**config.mk**
```make
export PLATFORM = sky130hd
export DESIGN_NAME = ins_fetch_issue_flat
export DESIGN_NICKNAME = d
export VERILOG_FILES = /design/src/rtl/ins_fetch_issue_if.sv /design/src/rtl/ins_fetch_issue.sv /design/src/flat_wrapper.sv
export SDC_FILE = /design/constraint.sdc
export NUM_CORES = 1
export LEC_CHECK = 0
export ABC_AREA = 1
export BUFFER_PORTS_ARGS = -buffer_cell sky130_fd_sc_hd__buf_2
export CORE_MARGIN = 4
export CORE_UTILIZATION = 30
export DETAILED_ROUTE_END_ITERATION = 10
export GPL_TIMING_DRIVEN = 0
export MAX_ROUTING_LAYER = met4
export SETUP_SLACK_MARGIN = 0.1
export SYNTH_ARGS = -nofsm -noshare
export SYNTH_HDL_FRONTEND = slang
export SYNTH_SLANG_ARGS = --single-unit
```
**constraint.sdc**
```tcl
create_clock -name clk -period 2.35 [get_ports clk]
set_clock_uncertainty 0.1 [all_clocks]
set_input_delay 0 -clock clk [delete_from_list [all_inputs] [get_ports clk]]
set_output_delay 0 -clock clk [all_outputs]
set_load 0.05 [all_outputs]
```
**src/rtl/ins_fetch_issue_if.sv**
```systemverilog
// Fetch/issue bus: instruction memory port, decode handshake and redirect.
interface ins_fetch_issue_if #(
   parameter int unsigned PC_W = 8
);
   logic [PC_W-1:0] imem_addr;
   logic            imem_rd_en;
   logic [19:0]     imem_data;
   logic            stall;
   logic            redirect;
   logic [PC_W-1:0] redirect_pc;
   logic [19:0]     ins;
   logic            ins_valid;
   logic [PC_W-1:0] ins_pc;
   logic            halted;

   // Fetch unit side
   modport master (
      output imem_addr, imem_rd_en, ins, ins_valid, ins_pc, halted,
      input  imem_data, stall, redirect, redirect_pc
   );

   // Memory / decode / branch side
   modport slave (
      input  imem_addr, imem_rd_en, ins, ins_valid, ins_pc, halted,
      output imem_data, stall, redirect, redirect_pc
   );
endinterface

```
**src/rtl/ins_fetch_issue.sv**
```systemverilog
// Instruction fetch/issue front end: PC, 1-cycle synchronous imem read,
// DEPTH-entry prefetch FIFO and a registered issue stage.
module ins_fetch_issue #(
   parameter int unsigned    PC_W     = 8,
   parameter int unsigned    DEPTH    = 4,
   parameter logic [PC_W-1:0] RESET_PC = '0,
   parameter logic [4:0]     HALT_OP  = 5'b11111
) (
   input logic            clk,
   input logic            reset,
   ins_fetch_issue_if.master bus
);
   localparam int unsigned AW = $clog2(DEPTH);
   localparam int unsigned CW = AW + 1;

   typedef struct packed {
      logic [19:0]     word;
      logic [PC_W-1:0] pc;
   } entry_t;

   logic [PC_W-1:0] pc_q, pc_d;
   logic            inflight_q, inflight_d;
   logic [PC_W-1:0] inflight_pc_q, inflight_pc_d;
   logic            halted_q, halted_d;
   logic [CW-1:0]   count_q, count_d;
   logic [AW-1:0]   rd_ptr_q, rd_ptr_d;
   logic [AW-1:0]   wr_ptr_q, wr_ptr_d;
   entry_t          fifo_q [DEPTH];
   entry_t          fifo_d [DEPTH];
   logic [19:0]     ins_q, ins_d;
   logic            ins_valid_q, ins_valid_d;
   logic [PC_W-1:0] ins_pc_q, ins_pc_d;

   logic            halt_hit;
   logic            rd_en;
   logic            push;
   logic            pop;
   logic [CW-1:0]   occupancy;
   entry_t          head;

   // Fetch gating: never request more words than the FIFO can absorb
   always_comb begin
      halt_hit  = inflight_q && (bus.imem_data[19:15] == HALT_OP);
      occupancy = count_q + CW'(inflight_q);
      rd_en     = !reset && !bus.redirect && !halted_q && !halt_hit &&
                  (occupancy < CW'(DEPTH));
      push      = inflight_q && !bus.redirect;
      pop       = !bus.stall && !bus.redirect && (count_q != '0);
      head      = fifo_q[rd_ptr_q];
   end

   // Next-state: redirect flushes everything, otherwise fetch/push/issue
   always_comb begin
      pc_d          = pc_q;
      inflight_d    = rd_en;
      inflight_pc_d = inflight_pc_q;
      halted_d      = halted_q;
      count_d       = count_q;
      rd_ptr_d      = rd_ptr_q;
      wr_ptr_d      = wr_ptr_q;
      fifo_d        = fifo_q;
      ins_d         = ins_q;
      ins_valid_d   = ins_valid_q;
      ins_pc_d      = ins_pc_q;

      if (bus.redirect) begin
         pc_d        = bus.redirect_pc;
         inflight_d  = 1'b0;
         halted_d    = 1'b0;
         count_d     = '0;
         rd_ptr_d    = '0;
         wr_ptr_d    = '0;
         ins_d       = '0;
         ins_valid_d = 1'b0;
      end else begin
         if (rd_en) begin
            pc_d          = pc_q + PC_W'(1);
            inflight_pc_d = pc_q;
         end
         if (push) begin
            fifo_d[wr_ptr_q] = '{word: bus.imem_data, pc: inflight_pc_q};
            wr_ptr_d         = wr_ptr_q + AW'(1);
            if (halt_hit) begin
               halted_d = 1'b1;
            end
         end
         if (!bus.stall) begin
            if (pop) begin
               ins_d       = head.word;
               ins_pc_d    = head.pc;
               ins_valid_d = 1'b1;
               rd_ptr_d    = rd_ptr_q + AW'(1);
            end else begin
               ins_d       = '0;
               ins_valid_d = 1'b0;
            end
         end
         count_d = count_q + CW'(push) - CW'(pop);
      end
   end

   // Control and issue registers
   always_ff @(posedge clk or posedge reset) begin
      if (reset) begin
         pc_q          <= RESET_PC;
         inflight_q    <= 1'b0;
         inflight_pc_q <= '0;
         halted_q      <= 1'b0;
         count_q       <= '0;
         rd_ptr_q      <= '0;
         wr_ptr_q      <= '0;
         ins_q         <= '0;
         ins_valid_q   <= 1'b0;
         ins_pc_q      <= '0;
      end else begin
         pc_q          <= pc_d;
         inflight_q    <= inflight_d;
         inflight_pc_q <= inflight_pc_d;
         halted_q      <= halted_d;
         count_q       <= count_d;
         rd_ptr_q      <= rd_ptr_d;
         wr_ptr_q      <= wr_ptr_d;
         ins_q         <= ins_d;
         ins_valid_q   <= ins_valid_d;
         ins_pc_q      <= ins_pc_d;
      end
   end

   // FIFO storage needs no reset: count gates every read
   always_ff @(posedge clk) begin
      fifo_q <= fifo_d;
   end

   assign bus.imem_addr  = pc_q;
   assign bus.imem_rd_en = rd_en;
   assign bus.ins        = ins_q;
   assign bus.ins_valid  = ins_valid_q;
   assign bus.ins_pc     = ins_pc_q;
   assign bus.halted     = halted_q;
endmodule
```
**src/flat_wrapper.sv**
```systemverilog
// flat-port wrapper written by rule: the top's interface ports become plain ports
module ins_fetch_issue_flat 
#(
   parameter int unsigned    PC_W     = 8,
   parameter int unsigned    DEPTH    = 4,
   parameter logic [PC_W-1:0] RESET_PC = '0,
   parameter logic [4:0]     HALT_OP  = 5'b11111
)
  (clk, reset, bus_imem_addr, bus_imem_rd_en, bus_ins, bus_ins_valid, bus_ins_pc, bus_halted, bus_imem_data, bus_stall, bus_redirect, bus_redirect_pc);
  ins_fetch_issue_if #(.PC_W(PC_W)) bus_i ();
  input logic clk;
  input logic reset;
  output wire logic [$bits(bus_i.imem_addr)-1:0] bus_imem_addr;
  output wire logic [$bits(bus_i.imem_rd_en)-1:0] bus_imem_rd_en;
  output wire logic [$bits(bus_i.ins)-1:0] bus_ins;
  output wire logic [$bits(bus_i.ins_valid)-1:0] bus_ins_valid;
  output wire logic [$bits(bus_i.ins_pc)-1:0] bus_ins_pc;
  output wire logic [$bits(bus_i.halted)-1:0] bus_halted;
  input wire logic [$bits(bus_i.imem_data)-1:0] bus_imem_data;
  input wire logic [$bits(bus_i.stall)-1:0] bus_stall;
  input wire logic [$bits(bus_i.redirect)-1:0] bus_redirect;
  input wire logic [$bits(bus_i.redirect_pc)-1:0] bus_redirect_pc;
  assign bus_imem_addr = bus_i.imem_addr;
  assign bus_imem_rd_en = bus_i.imem_rd_en;
  assign bus_ins = bus_i.ins;
  assign bus_ins_valid = bus_i.ins_valid;
  assign bus_ins_pc = bus_i.ins_pc;
  assign bus_halted = bus_i.halted;
  assign bus_i.imem_data = bus_imem_data;
  assign bus_i.stall = bus_stall;
  assign bus_i.redirect = bus_redirect;
  assign bus_i.redirect_pc = bus_redirect_pc;
  ins_fetch_issue #(.PC_W(PC_W), .DEPTH(DEPTH), .RESET_PC(RESET_PC), .HALT_OP(HALT_OP)) u_core (.clk(clk), .reset(reset), .bus(bus_i));
endmodule
```
==> metrics.yaml, run 1 <==
status: "finished clean"
num_vias: 4743
r2r-start: "u_core.count_q[2]"
cts_tree: "built"
grt_usage_pct: 14.2
pre_cts_ws_ps: -127
rsz0062_at_grt: "yes"
p_clk_share_pct: 30.4
async_reset_ff_share_pct: 32.5
powerDensity_nw_per_um2: 1010
num_rows: 54
grt_pass1_vias: 4805
comb_power_share_pct: 26.7
crit_chain: "nor2_1 -> inv_1 -> o21ai_2 -> inv_2 -> buf_8 -> ha_4 -> inv_2 -> ha_4 -> inv_2 -> fa_2 -> and3_4 -> nor3_2"
io_pins: 71
gp_congestion: 0.811
yosys-top-cells-count: "nand2_1 (196), edfxtp_1 (112), dfrtp_1 (54)"
wl_per_cell_um: 16.1
crit_slowest_cell: "dfrtp_1"
core-area_um2: 22000
hold_path_class: "input pin to asynchronous set/reset pin"
clockBufferDepth: 2
synth_seq_cells: 166
seq_area_um2: 4720
fin_tns_setup_ps: 0
drc: 0
r2r-end: "u_core.count_q[2]"
p_int_mw: 5.74
start_kind: "flip-flop"
yosysUniqueCellTypes: 28
numCtsBuffers: 17
fin_ws_ps: 139
die_area_um2: 25000
grt_first_pass_wirelength_mm: 26.3
synth_fp_nets: 646
h-tree-depth: 4
seq_area_frac_synth_pct: 69.7
irDropWorstVdd_uv: 475
insertion_delay_ps: 420
cp-end-kind: "flip-flop"
portBuffers: 69
worst_slew_pin_slew_ps: 710
synth_warnings: 0
relSlewSlack_pct: 52.6
synth_ff_type: "edfxtp_1"
grt_max_degree: 28
drive_gt1_share_pct: 21.4
routed_wl_mm: 16.6
path_clk_slew_ps: 60
worstPathArrival_ps: 2450
grt_overflow: 0
fmax_mhz: 452
drtPass1Iterations: 5
critPathMaxFanout: 3
setup_violations: 0
p_seq_share_pct: 42.9
clock-sinks: 166
antenna_left: 0
power_mw: 8.70
switching_share_pct: 34.0
die_w_um: 158
synth_top_area_share_pct: 49.7
slew_violations: 0
netlist_instances: 606
path_class: "flip-flop to flip-flop"
initial_core_util_pct: 30.7
final_nets: 779
area_growth_pct: 27.5
fillers: 2103
synth_top_cell_by_area: "edfxtp_1"
max_cap_violations: 0
cellLeakagePower_nw: 3.64
viasPerCell: 4.59
worstPathRequired_ps: 2590
die_h_um: 158
r2r_setup_slack_ps: 140
min_period_over_period_pct: 94.1
synth_area_per_cell_um2: 11.2
startpoint: "u_core.count_q[2]"
cts-root-buf: "clkbuf_16"
rr_worst_depth: 12
hold_violations: 0
antenna_found_initial: 1
dp_hpwl_mm: 10.5
drt_iter0_drc: 308
layout_min_cycle_time_ps: 2210
switching_power_mw: 2.96
synth-edff-count: 112
slowest_delay_ps: 400
synth.most_common_cell: "nand2_1"
multi_input_area_um2: 1810
synth_area_leaders: "edfxtp_1 (50%), dfrtp_1 (20%), nand2_1 (11%), a21oi_1 (3.1%), nand3_1 (2.9%)"
cpMostUsedCell: "inv_2"
synthesis.area_um2: 6770
-- worst max-delay path, delay by kind of cell, from the launching register on --
kind	cells	cell delay, ps
adder cells (fa/ha/maj)	3	710
AND/OR/NAND/NOR	3	410
flip-flops	1	400
buffers and inverters	5	360
AO/OA/AOI/OAI	1	170
-- cells by family after synthesis --
kind of cell	Yosys count	share of synthesized area [%]
DFF	166	69.7
and+or+nand+nor	271	16.0
xor gates and xnor gates	2	0.259
adders and majority gates	8	1.59
buffers and inverters	60	4.53
AOI/OAI and AO/OA	99	7.90
-- cell type report --
| type | count | share of cell area [%] |
|---|---|---|
| sequential | 166 | 54.7 |
| multi-input combinational | 380 | 21.0 |
| timing repair buffer | 113 | 9.87 |
| clock buffer | 18 | 4.98 |
| tap | 280 | 4.06 |
| buffer | 32 | 2.42 |
| clock inverter | 14 | 1.60 |
| inverter | 28 | 1.26 |
| timing repair inverter | 1 | 0.0871 |
| antenna | 1 | 0.0290 |
-- stage by stage --
stage | instances | hold slack [ps] | util (%) | area [um^2]
6_report | 1033 | 210 | 39.2 | 8620
5_1_grt | 1033 | 218 | 39.2 | 8620
4_1_cts | 1029 | 183 | 38.9 | 8570
3_5_place_dp | 959 | 122 | 34.5 | 7600
3_3_place_gp | 955 | 116 | 33.9 | 7460
2_1_floorplan | 606 | -27.9 | - | 6770
-- repair_timing --
item	4_1_cts	5_1_grt
cloned	1	0
resized for setup	6	6
endpoints found under the hold margin	150	0
pin swaps	1	5
hold buffers	34	0
endpoints found under the setup margin	3	2
setup buffers	3	3
-- placed cells by master (no fill, tap or decap), drive strengths merged, types with 2 or more instances in the layout --
cell type      n
nand2        198
bufinv         2
dfrtp         54
ha             7
a21oi         43
nor2          31
buf          107
edfxtp       112
o22ai          8
clkinv         8
xnor2          2
o21ai         46
inv           27
dlygate4sd3   33
nand3         39
clkinvlp       6
clkbuf        23
-- power groups by stage --
stage,clock (mW),sequential [mW],combinational [mW]
3_3_place_gp,0,3.80,2.12
2_1_floorplan,0,4.28,1.01
5_1_grt,2.82,3.78,2.56
3_5_place_dp,0,3.80,2.16
6_report,2.65,3.74,2.32
4_1_cts,2.69,3.74,2.28
-- sequential cells by signal, indices dropped and copies added (netlist names) --
name	flops
u_core.rd_ptr_q	2
u_core.bus.ins_valid	1
u_core.bus.ins_pc	8
u_core.bus.halted	1
u_core.wr_ptr_q	2
u_core.fifo_q	112
u_core.inflight_q	1
u_core.bus.ins	20
u_core.count_q	3
u_core.bus.imem_addr	8
u_core.inflight_pc_q	8
-- how the worst max path moves through the flow --
stage                        endpoint  slack [ps]  cells after the start
global placement    u_core.fifo_q[67]       -1180                      4
finish              u_core.count_q[2]         140                     12
CTS                 u_core.count_q[2]          80                     12
global route        u_core.count_q[2]          50                     12
floorplan            u_core.fifo_q[0]         -30                      4
detailed placement  u_core.count_q[2]        -130                     12
-- metal layers --
metal  vias up  global-route usage (%)  part of all wire (%)
li1       2329                       -                     -
met1      2284                    18.0                    44
met2       120                    22.9                    49
met3        10                    3.25                   5.7
met4         0                    4.02                  0.75
met5         -                       -                     0
(Power assumes the default switching activity.)
==> inputs of run 2 (changes only) <==
==> constraint.sdc (replaced) <==
create_clock -name clk -period 2.35 [get_ports clk]
set_clock_uncertainty 0.1 [all_clocks]
set_input_delay 0 -clock clk [delete_from_list [all_inputs] [get_ports clk]]
set_output_delay 0 -clock clk [all_outputs]
set_load 0.01 [all_outputs]
==> metrics.yaml, run 2 (same netlist as run 1, synthesis figures left out) <==
status: "finished with violations"
violations: "hold timing"
worstPathRequired_ps: 2590  # about the same
final_cell_mix: "nand2_1 (196), edfxtp_1 (112), buf_2 (83)"
path_clk_slew_ps: 70  # about the same
die_area_um2: 25000  # unchanged
final_common_cell: "nand2_1"
max_cap_violations: 0  # unchanged
routed_wl_mm: 15.9  # -4.6%
grt_usage_pct: 13.9  # -0.33 points
num_vias: 4694  # -1.0%
clockBufferDepth: 2  # unchanged
hold_path_class: "input pin to asynchronous set/reset pin"
relSlewSlack_pct: 61.0  # +8.5 points
routed.top_layer: "met4"
irDropWorstVdd_uv: 497  # +4.5%
drive_gt1_share_pct: 21.4  # -0.028 points
drt_iter0_drc: 477  # +55%
startpoint: "u_core.count_q[1]"
initial_core_util_pct: 30.7  # unchanged
cp-end-kind: "flip-flop"
dpl-instance-area_um2: 7610  # +0.12%
grt_overflow: 0  # unchanged
portBuffers: 69  # unchanged
drc: 0  # unchanged
setup_violations: 0  # unchanged
gp_congestion: 0.791  # -2.4%
cts-root-buf: "clkbuf_16"
viasPerCell: 4.54  # -1.0%
n_antenna_cell: 0  # -1
m1WireLength_mm: 7.03  # -4.3%
grt_first_pass_wirelength_mm: 25.4  # -3.3%
min_period_over_period_pct: 93.3  # -0.79 points
clock-sinks: 166  # unchanged
worstPathArrival_ps: 2440  # about the same
grt_max_degree: 37  # +32%
hold_slack_ps: -3.72  # -214 ps
dp_hpwl_mm: 10.5  # about the same
antenna_left: 0  # unchanged
drtPass1Iterations: 5  # unchanged
layout_min_cycle_time_ps: 2190  # -18.5 ps
die_w_um: 158  # unchanged
rsz0062_at_grt: "yes"
wl_met2_mm: 7.79  # -5.2%
worst_slew_pin_slew_ps: 583  # -127 ps
start_kind: "flip-flop"
largest_reg_flops: 112  # unchanged
antenna_found_initial: 0  # -1
power_mw: 8.16  # -6.2%
wl_per_cell_um: 15.4  # -4.6%
hold_violations: 5  # +5
area_growth_pct: 27.2
final_nets: 780  # +0.13%
critPathMaxFanout: 2  # -1
rr_worst_depth: 12  # unchanged
slew_violations: 0  # unchanged
die_h_um: 158  # unchanged
cellLeakagePower_nw: 3.65  # +0.25%
core-area_um2: 22000  # unchanged
h-tree-depth: 4  # unchanged
cts_tree: "built"
fmax_mhz: 456  # +0.84%
final_area_um2: 8610  # -0.20%
path_class: "flip-flop to flip-flop"
r2r_setup_slack_ps: 160  # +20 ps
insertion_delay_ps: 420  # about the same
grt_pass1_vias: 4723  # -1.7%
wl_met3_um: 784  # -17%
largest_register: "u_core.fifo_q"
powerDensity_nw_per_um2: 948  # -6.0%
numCtsBuffers: 17  # unchanged
io_pins: 71  # unchanged
num_rows: 54  # unchanged
r2r-start: "u_core.count_q[1]"
final_core_util_pct: 39.1  # -0.079 points
==> run 2: changes by cell type in the layout (fill, tap and decap cells not counted), moves of 2 or more <==
| cell | previous run | this run |
|---|---|---|
| inv_6 | 0 | 4 |
| dlygate4sd3_1 | 33 | 35 |
| clkinvlp_4 | 6 | 2 |
| clkinv_1 | 3 | 1 |
==> run 2: final timing paths <==
| path | endpoint |
|---|---|
| max in group asynchronous | u_core.count_q[1] |
| min in group clk | u_core.fifo_q[103] |
| min | u_core.bus.ins[11] |
| min reg2reg | u_core.bus.ins_pc[1] |
| max reg2reg | u_core.count_q[2] |
| max | u_core.count_q[2] |
==> run 2: per-stage QoR <==
step	setup TNS, ps	hold slack, ps	worst slack (ps)	std cells
after floorplan	-3490	-1.13	-31.2	606
after global placement	-140890	116	-1190	955
after detailed placement	-71.4	-41.7	-71.4	960
after CTS	0	51.4	105	1032
after global routing	0	28.6	63.2	1033
final	0	-3.72	157	1033
==> run 2: report_power, final <==
part | total [mW] | internal, mW | switching [mW]
Sequential | 3.73 | 3.49 | 0.238
Clock | 2.62 | 1.47 | 1.15
Combinational | 1.81 | 0.702 | 1.11
==> run 2: what timing repair did <==
item                                    CTS  global route
hold buffers                             35             0
endpoints found under the setup margin    2             3
hold endpoints to repair                150             0
resized for setup                         5             7
buffers inserted                          5             1
pin swaps                                 3             5
==> run 2: cell type report <==
class / instances / area [um^2]
Sequential cell: 166 / 4720
Tap cell: 280 / 350
Timing Repair Buffer: 115 / 863
Fill cell: 2099 / 13400
Multi-Input combinational cell: 380 / 1810
Inverter: 28 / 106
Clock buffer: 19 / 433
Clock inverter: 13 / 123
Buffer: 32 / 209
==> run 2: worst max-delay path, stage by stage (launching register included) <==
cell and delay (ps):
dfrtp_2 410, nor2_1 100, inv_1 60, o21ai_2 160, inv_2 60, buf_8 120
ha_4 200, inv_2 40, ha_2 140, inv_1 50, fa_2 410, and3_4 160
nor3_2 100
==> run 2: routing by layer <==
| layer | GRT usage, % | up-vias |
|---|---|---|
| li1 | - | 2331 |
| met1 | 16.8 | 2249 |
| met2 | 22.3 | 95 |
| met3 | 4.18 | 19 |
| met4 | 4.43 | 0 |
| met5 | - | - |
